**config.mk**
```make
export PLATFORM = sky130hd
export DESIGN_NAME = uart_host_ctrl
export DESIGN_NICKNAME = d
export VERILOG_FILES = /design/src/rtl/uart_host_ctrl.sv
export SDC_FILE = /design/constraint.sdc
export NUM_CORES = 1
export LEC_CHECK = 0
export ABC_AREA = 1
export CORE_UTILIZATION = 55
export DETAILED_ROUTE_END_ITERATION = 7
export PLACE_DENSITY = 0.75
export SYNTH_ARGS = -nofsm -noshare
export SYNTH_HDL_FRONTEND = slang
export SYNTH_HIERARCHICAL = 1
export SYNTH_SLANG_ARGS = --single-unit
```
**constraint.sdc**
```tcl
create_clock -name clk -period 5.7 [get_ports clk]
set_input_delay 0.855 -clock clk [delete_from_list [all_inputs] [get_ports clk]]
set_output_delay 0.855 -clock clk [all_outputs]
set_load 0.05 [all_outputs]
```
**src/rtl/uart_host_ctrl.sv**
```systemverilog
// Host-side controller for a UART core: buffers bytes in TX/RX FIFOs and runs the core handshakes.
// Defining UART_HOST_STATS_EN adds the tx_count/rx_count/drop_count statistics outputs.

module uart_host_fifo #(
    parameter int DEPTH = 16
) (
    input  logic       clk,
    input  logic       rst,
    input  logic       push,
    input  logic       pop,
    input  logic [7:0] din,
    output logic [7:0] dout,
    output logic       full,
    output logic       empty
);
    localparam int AW = $clog2(DEPTH);
    localparam logic [AW:0] PTR_ONE = 1;

    logic [7:0]  mem [DEPTH];
    logic [AW:0] wr_ptr;
    logic [AW:0] rd_ptr;
    logic        push_ok;
    logic        pop_ok;

    assign empty = (wr_ptr == rd_ptr);
    assign full  = (wr_ptr[AW-1:0] == rd_ptr[AW-1:0]) && (wr_ptr[AW] != rd_ptr[AW]);
    // A simultaneous pop frees the slot on a full FIFO; a pop on an empty FIFO is ignored.
    assign push_ok = push && (!full || pop);
    assign pop_ok  = pop && !empty;
    assign dout    = mem[rd_ptr[AW-1:0]];

    always_ff @(posedge clk or posedge rst) begin
        if (rst) begin
            wr_ptr <= '0;
            rd_ptr <= '0;
            for (int i = 0; i < DEPTH; i++) begin
                mem[i] <= '0;
            end
        end else begin
            if (push_ok) begin
                mem[wr_ptr[AW-1:0]] <= din;
                wr_ptr <= wr_ptr + PTR_ONE;
            end
            if (pop_ok) begin
                rd_ptr <= rd_ptr + PTR_ONE;
            end
        end
    end
endmodule

module uart_host_ctrl #(
    parameter int TX_DEPTH = 16,
    parameter int RX_DEPTH = 16,
    parameter int BUSY_TO  = 1024
) (
    input  logic       clk,
    input  logic       rst,
    input  logic [7:0] tx_data,
    input  logic       tx_valid,
    output logic       tx_ready,
    output logic [7:0] rx_data,
    output logic       rx_valid,
    input  logic       rx_ready,
    output logic [7:0] uart_data_in,
    output logic       uart_wr_en,
    input  logic       uart_busy,
    input  logic [7:0] uart_data_out,
    input  logic       uart_rdy,
    output logic       uart_rdy_clr,
    output logic       rx_overflow,
    output logic       tx_timeout
`ifdef UART_HOST_STATS_EN
    ,
    output logic [15:0] tx_count,
    output logic [15:0] rx_count,
    output logic [15:0] drop_count
`endif
);
    localparam int TW = ($clog2(BUSY_TO) > 0) ? $clog2(BUSY_TO) : 1;
    localparam logic [TW-1:0] TIMER_LAST = TW'(BUSY_TO - 1);
    localparam logic [TW-1:0] TIMER_ONE  = 1;

    typedef enum logic [1:0] {TX_IDLE, TX_WAIT_BUSY, TX_WAIT_DONE} tx_state_t;
    typedef enum logic       {RX_IDLE, RX_CLR_WAIT} rx_state_t;

    tx_state_t     tx_state;
    tx_state_t     tx_next;
    rx_state_t     rx_state;
    rx_state_t     rx_next;

    logic          tx_full;
    logic          tx_empty;
    logic [7:0]    tx_head;
    logic          tx_push;
    logic          tx_start;
    logic          tx_expire;
    logic [TW-1:0] tx_timer;
    logic          timer_done;

    logic          rx_full;
    logic          rx_empty;
    logic          rx_pop;
    logic          rx_capture;
    logic          rx_store;
    logic          rx_drop;

    assign tx_ready   = !tx_full;
    assign tx_push    = tx_valid && tx_ready;
    assign rx_valid   = !rx_empty;
    assign rx_pop     = rx_ready && rx_valid;
    assign timer_done = (tx_timer == TIMER_LAST);

    uart_host_fifo #(.DEPTH(TX_DEPTH)) tx_fifo (
        .clk   (clk),
        .rst   (rst),
        .push  (tx_push),
        .pop   (tx_start),
        .din   (tx_data),
        .dout  (tx_head),
        .full  (tx_full),
        .empty (tx_empty)
    );

    uart_host_fifo #(.DEPTH(RX_DEPTH)) rx_fifo (
        .clk   (clk),
        .rst   (rst),
        .push  (rx_store),
        .pop   (rx_pop),
        .din   (uart_data_out),
        .dout  (rx_data),
        .full  (rx_full),
        .empty (rx_empty)
    );

    always_ff @(posedge clk or posedge rst) begin
        if (rst) begin
            tx_state <= TX_IDLE;
        end else begin
            tx_state <= tx_next;
        end
    end

    always_comb begin
        tx_next = tx_state;
        case (tx_state)
            TX_IDLE: begin
                if (!tx_empty && !uart_busy) tx_next = TX_WAIT_BUSY;
            end
            TX_WAIT_BUSY: begin
                if (uart_busy)       tx_next = TX_WAIT_DONE;
                else if (timer_done) tx_next = TX_IDLE;
            end
            TX_WAIT_DONE: begin
                if (!uart_busy) tx_next = TX_IDLE;
            end
            default: tx_next = TX_IDLE;
        endcase
    end

    always_comb begin
        tx_start  = 1'b0;
        tx_expire = 1'b0;
        case (tx_state)
            TX_IDLE:      tx_start  = !tx_empty && !uart_busy;
            TX_WAIT_BUSY: tx_expire = !uart_busy && timer_done;
            default: ;
        endcase
    end

    // Strobe and data are registered; the byte on uart_data_in stays put until the next strobe.
    always_ff @(posedge clk or posedge rst) begin
        if (rst) begin
            uart_wr_en   <= 1'b0;
            uart_data_in <= 8'h00;
            tx_timer     <= '0;
            tx_timeout   <= 1'b0;
        end else begin
            uart_wr_en <= tx_start;
            if (tx_start) begin
                uart_data_in <= tx_head;
                tx_timer     <= '0;
            end else if (tx_state == TX_WAIT_BUSY && !timer_done) begin
                tx_timer <= tx_timer + TIMER_ONE;
            end
            if (tx_expire) tx_timeout <= 1'b1;
        end
    end

    always_ff @(posedge clk or posedge rst) begin
        if (rst) begin
            rx_state <= RX_IDLE;
        end else begin
            rx_state <= rx_next;
        end
    end

    // CLR_WAIT blocks a lingering uart_rdy from being captured a second time.
    always_comb begin
        rx_next = rx_state;
        if (rx_state == RX_IDLE) begin
            if (uart_rdy) rx_next = RX_CLR_WAIT;
        end else begin
            if (!uart_rdy) rx_next = RX_IDLE;
        end
    end

    always_comb begin
        rx_capture = (rx_state == RX_IDLE) && uart_rdy;
        rx_store   = rx_capture && (!rx_full || rx_pop);
        rx_drop    = rx_capture && !rx_store;
    end

    always_ff @(posedge clk or posedge rst) begin
        if (rst) begin
            uart_rdy_clr <= 1'b0;
            rx_overflow  <= 1'b0;
        end else begin
            uart_rdy_clr <= rx_capture;
            if (rx_drop) rx_overflow <= 1'b1;
        end
    end

`ifdef UART_HOST_STATS_EN
    always_ff @(posedge clk or posedge rst) begin
        if (rst) begin
            tx_count   <= 16'h0000;
            rx_count   <= 16'h0000;
            drop_count <= 16'h0000;
        end else begin
            tx_count   <= tx_count + 16'(tx_start);
            rx_count   <= rx_count + 16'(rx_store);
            drop_count <= drop_count + 16'(rx_drop) + 16'(tx_expire);
        end
    end
`endif

endmodule

```
### Yosys cells after proc, flatten, opt, wreduce, memory -nomap -nowiden

Cells that the tools add are included.

| operators by class | value |
|---|---|
| add/subtract/negate cells | 5 |
| equal/unequal tests | 12 |
| order comparisons | 6 |
| muxes and demuxes | 22 |
| reductions and logical operators | 28 |
| bitwise operators | 5 |

Operators with widths:

| cell | count |
|---|---|
| 128-bit bitwise mux | 2 |
| 8-bit binary-select mux with 4-bit select | 2 |
| 8-bit demux with 4-bit select | 2 |
| 8-bit two-way mux | 6 |
| 5-bit by 1-bit adder with 5-bit output, second input constant | 4 |
| 5-bit greater-or-equal comparator, second input constant | 4 |
| 10-bit two-way mux | 2 |
| 4-bit NOT with 5-bit output | 4 |
| 1-bit logical AND | 16 |
| 10-bit by 1-bit adder with 10-bit output, second input constant | 1 |
| 10-bit equality test, second input constant | 1 |
| 5-bit equality test | 2 |
| 5-bit by 1-bit less-than comparator with 1-bit output, second input constant | 2 |
| 4-bit equality test | 2 |
| 2-bit two-way mux | 4 |
| 1-bit zero test | 7 |
| 2-bit case mux with 3 select lines | 1 |
| 2-bit != test, second input constant | 2 |
| 1-bit two-way mux | 3 |
| 3-bit != test, second input constant | 1 |
| 3-bit AND reduction | 1 |
| 2-bit by 1-bit equality test with 1-bit output, second input constant | 1 |
| 2-bit equality test, second input constant | 1 |
| 2-bit zero test | 1 |
| 4 further kinds | 6 |

| word-level totals | value |
|---|---|
| output and inout bits | 22 |
| word-level logic and storage cells | 122 |
| bits of input ports | 22 |
| flip-flop bits (word level) | 301 |

### Depth between registers and ports, before layout

| depth | value |
|---|---|
| word-level depth | 7 |
| mapped depth | 16 |
| mapped depth without buffers | 14 |

### Cells and area by module

The synthesis kept the hierarchy.

Modules (own cells, without submodules):

| module | area an instance (sq um) | sequential area each (sq um) | times used | cells an instance |
|---|---|---|---|---|
| uart_host_fifo (tx_fifo) | 7,267.0 | 3,453.3 | 1 | 916 |
| uart_host_fifo (rx_fifo) | 7,124.3 | 3,453.3 | 1 | 916 |
| uart_host_ctrl | 1,201.2 | 625.6 | 1 | 147 |

### Worst setup path after synthesis

No wires, ideal clock.

| timing path | value |
|---|---|
| path kind | register to output |
| from | register rx_fifo.rd_ptr[0] |
| to | output port rx_data[0] |
| setup slack | 3.224 ns |
| data arrival time | 1.621 ns |
| required time | 4.845 ns |
| cell stages (with the launch flop) | 8 |
| buffers on the path | 2 |
| cell sequence | dfrtp_1 inv_1 buf_2 buf_1 nor2_1 o22ai_1 nand2_1 nand3_1 |

| between the ends | value |
|---|---|
| word-level cells in the longest chain between the ends | 4 |

RTL lines:

| item | line | RTL |
|---|---|---|
| start, declared | 21 | `logic [AW:0] rd_ptr;` |
| start signal, assigned | 45 | `rd_ptr <= rd_ptr + PTR_ONE;` |
| 4-bit NOT with 5-bit output (not written as such) | 30 | `assign dout = mem[rd_ptr[AW-1:0]];` |
| 8-bit binary-select mux with 4-bit select | 30 |  |
| 8-bit two-way mux (not written as such) (2 in a row) | 30 |  |
| end, declared | 61 | `output logic [7:0] rx_data,` |

No other way between the ends. The select of a mux whose other input is x is not followed.

### Worst setup path in the final report

| timing path | value |
|---|---|
| from | register rx_fifo.rd_ptr[1] |
| to | output port rx_data[1] |

The elaborated chain is that of the path after synthesis.

==> metrics <==
outcome=finished, final reports clean; Pwr per Cell Area=578.4 nW/um2; Final Hold Fails=0; largest net degree at the start of global routing=110; Rel. slew slack=roughly a quarter; leakage=0.008490 uW; chip width=170.4 um; total grt overflow=0; Mapped Nets=2012; worst-skew pair later-pin latency=about 0.52 ns; Max-Cap Viols=0; worst-path fanout max=35; Crit. End Element=output pin; synth warn=6; critical path data arrival time=3.62 ns; TritonCTS clock tree=built; nets=1973; initial drt markers=1813; HP Class=register to register; Power Internal=5597 uW; GRT Util Overall=between 30% and 40%; multiplexer share of the synthesized area=0%; post-detailed-placement half-perimeter wirelength=28100 um; Flop pwr share=35.9%; Max Slew Vio Count=0; Net Sw Frac=43.95%; post-CTS setup buffers=0; Via Count=14490; Core ar.=roughly 28000 um2; Final ANT Viol Nets=0; unrepaired setup endpoints after global routing=no; post-synthesis xor/xnor area fraction=1.011%; Clock Sinks=301; area grow syn2layout=10.73%; Buffers on Ports=43; Root Driver=clkbuf_16; R2R Path Start=rx_fifo/rd_ptr[1]; vias in the first global route=13551; cts hold-fix bufs=0; layout cells sized above 1=7.226%; clk_skew=0.03534 ns; logic gate share of total power=41.8%; hold path startpoint=rx_overflow; routed len/inst=19.14 um; fmax=0.2236 GHz; initial antenna violation count=0; post-synthesis compound-gate area fraction=about 7.4%; H-tree levels=2; # IOs=44; clock-pin slew on the worst setup and hold paths=0.06 ns; Clk network pwr share=roughly 22%; worst setup path startpoint=rx_fifo/rd_ptr[1]; Fill cells=roughly 2500; global-route wire length before repair=about 73000 um; critical path class=register to output pin; ANT cells=0; Post-Syn Instances=1979; Inserted Clock Buffers=34; Final Critical Period=4.472 ns; DRC=0; flops & latches, synth=between 300 and 400; vias per cell=6.184; main combinational cell family by area after synthesis=simple AND/OR/NAND/NOR gates; Synth Area per Inst=just under 8 um2; Initial Util=a little under three fifths; Post-Syn Area=~16000 um2; fin crit share=78.45%; Simple-Gate Fraction of Synth Area=about 37%; Req. time, crit path=a little under 5 ns; Worst setup SP type=register; Seq/Total Area, Yosys=approximately half; Switch Pwr=4390 uW; DIE AREA=just under 30000 um2; setup_tns=0 ns; die height=between 150 and 200 um; routability cong.=0.9119; CTS-repair resized insts=0; peak supply drop=0.2971 mV; adder-cell area share of the yosys netlist=less than 1%; Finish-stage setup viols=0; post-synth cell types=34; final instance area=17270 um2; Pre-antenna DRT Iters=6; clock tree buffer depth=3; final WL=44850 um; Worst Tran Pin Value=around 1.1 ns; DP Area=roughly 16000 um2; num rows=61
==> Yosys cell counts <==
library cell | number | area, um2
clkinv_1 | 2 | 7.510
buf_6 | 9 | 101.4
nand2_2 | 2 | 12.51
nand3_4 | 10 | 175.2
nand4_2 | 1 | 12.51
xor2_1 | 12 | 105.1
nor3_1 | 1 | 5.000
nand4_1 | 263 | 1645
o21ai_0 | 132 | 660.6
inv_2 | 8 | 30.03
or2_2 | 1 | 6.260
nor2_4 | 2 | 22.52
o21a_1 | 1 | 7.510
inv_1 | 44 | 165.2
buf_1 | 51 | 191.4
o21bai_1 | 2 | 15.01
nand4_4 | 1 | 21.27
a21o_1 | 1 | 7.510
o211ai_1 | 32 | 240.2
o21ai_1 | 2 | 10.01
nand2_1 | 670 | 2515
o22ai_1 | 32 | 200.2
nor2_2 | 8 | 50.05
clkinv_4 | 1 | 8.760
clkbuf_1 | 49 | 183.9
nand2_4 | 1 | 11.26
buf_2 | 34 | 170.2
ha_1 | 11 | 137.6
nor2_1 | 206 | 773.2
nand3_1 | 61 | 305.3
nand3_2 | 20 | 200.2
a21oi_1 | 2 | 10.01
dfrtp_1 | 301 | 7532
xnor2_1 | 6 | 52.55
==> flip-flops by register name (all words and copies together) (netlist names) <==
| register | count |
|---|---|
| uart_wr_en | 1 |
| uart_data_in | 8 |
| rx_fifo/rd_ptr | 5 |
| rx_state | 1 |
| tx_fifo/rd_ptr | 5 |
| rx_fifo/mem | 128 |
| rx_fifo/wr_ptr | 5 |
| tx_fifo/wr_ptr | 5 |
| tx_timer | 10 |
| rx_overflow | 1 |
| tx_state | 2 |
| uart_rdy_clr | 1 |
| tx_fifo/mem | 128 |
| tx_timeout | 1 |
==> layout make-up <==
cell class / count / area, um2 / share of cell area, %
clock buffer: 50 / 1032 / 5.979
clock inverter: 11 / 112.6 / 0.6522
multi-input combinational: 1480 / 7223 / 41.84
tap: 378 / 473.0 / 2.739
sequential: 301 / 7535 / 43.64
inverter: 55 / 221.5 / 1.283
timing repair buffer: 68 / 668.1 / 3.870
==> cell usage in the layout (no fill, tap or decap), types with 2 or more instances in the layout <==
| cell | netlist | final |
|---|---|---|
| xnor2_1 | 6 | 6 |
| clkbuf_8 | 0 | 10 |
| xor2_1 | 12 | 12 |
| inv_2 | 8 | 8 |
| o211ai_1 | 32 | 32 |
| nand4_1 | 263 | 263 |
| dfrtp_2 | 0 | 2 |
| inv_6 | 0 | 3 |
| o21ai_0 | 132 | 132 |
| clkdlybuf4s50_1 | 0 | 43 |
| nand3_2 | 20 | 20 |
| o21ai_1 | 2 | 2 |
| clkbuf_16 | 0 | 35 |
| dfrtp_1 | 301 | 299 |
| nand2_1 | 670 | 670 |
| clkinv_4 | 1 | 2 |
| ha_1 | 11 | 11 |
| nand3_1 | 61 | 61 |
| bufinv_16 | 0 | 2 |
| nor2_4 | 2 | 3 |
| buf_4 | 0 | 21 |
| nor2_1 | 206 | 205 |
| clkinv_2 | 0 | 7 |
| clkinv_1 | 2 | 3 |
| inv_1 | 44 | 41 |
| nand2_2 | 2 | 2 |
| o21bai_1 | 2 | 2 |
| nor2_2 | 8 | 8 |
| a21oi_1 | 2 | 2 |
| clkbuf_1 | 49 | 5 |
| nand4_4 | 1 | 2 |
| buf_12 | 0 | 4 |
| nand3_4 | 10 | 10 |
| o22ai_1 | 32 | 32 |
==> per-layer routing <==
layer	global-route usage (%)	up-vias	routed length, um
met5	0	-	0
met4	10.61	0	1256
met3	5.093	105	4149
met2	47.59	725	20200
met1	46.73	7009	19250
li1	-	6651	-
==> stage by stage <==
step                std cells  setup WS (ns)  power, uW  hold WS [ns]  util (%)
floorplan                1979          1.149       6406        0.4141         -
global placement         2282          1.616       7569        0.4431     57.87
detailed placement       2282          1.625       7664        0.4532     57.87
CTS                      2343          1.303       9919        0.4669     61.98
global route             2343          1.148      10590        0.4825     61.98
finish                   2343          1.228       9987        0.4584     61.98
==> cell families after synthesis <==
group,Yosys count
xor gates and xnor gates,18
adders and majority gates,11
AOI/OAI and AO/OA,204
buffers and inverters,198
and+or+nand+nor,1247
DFF,301
==> path summary, 6_finish.rpt <==
kind                       slack (ns)         endpoint  cells past startpoint
min reg2reg                      0.46      rx_overflow                      1
min                              0.46      rx_overflow                      1
max reg2reg                      1.47  rx_fifo/mem[40]                     13
max                              1.23       rx_data[1]                      6
max in group asynchronous        3.48   rx_fifo/mem[7]                      3
min in group asynchronous        1.10  rx_fifo/mem[68]                      2
==> worst max-delay path, cell delays in order (launching register included) <==
cell             delay (ns)
dfrtp_1                1.07
buf_4                  0.38
o21ai_0                0.14
o211ai_1               0.31
nand3_1                0.22
nand3_1                0.15
clkdlybuf4s50_1        0.81
==> power groups by stage <==
| stage | combinational, uW | clock [uW] | sequential (uW) |
|---|---|---|---|
| after floorplan | 2940 | 0 | 3470 |
| after global placement | 4000 | 0 | 3570 |
| after detailed placement | 4090 | 0 | 3580 |
| after CTS | 4100 | 2260 | 3560 |
| after global routing | 4580 | 2340 | 3670 |
| final | 4170 | 2230 | 3590 |
No activity file was read; power rests on OpenSTA's default activity.
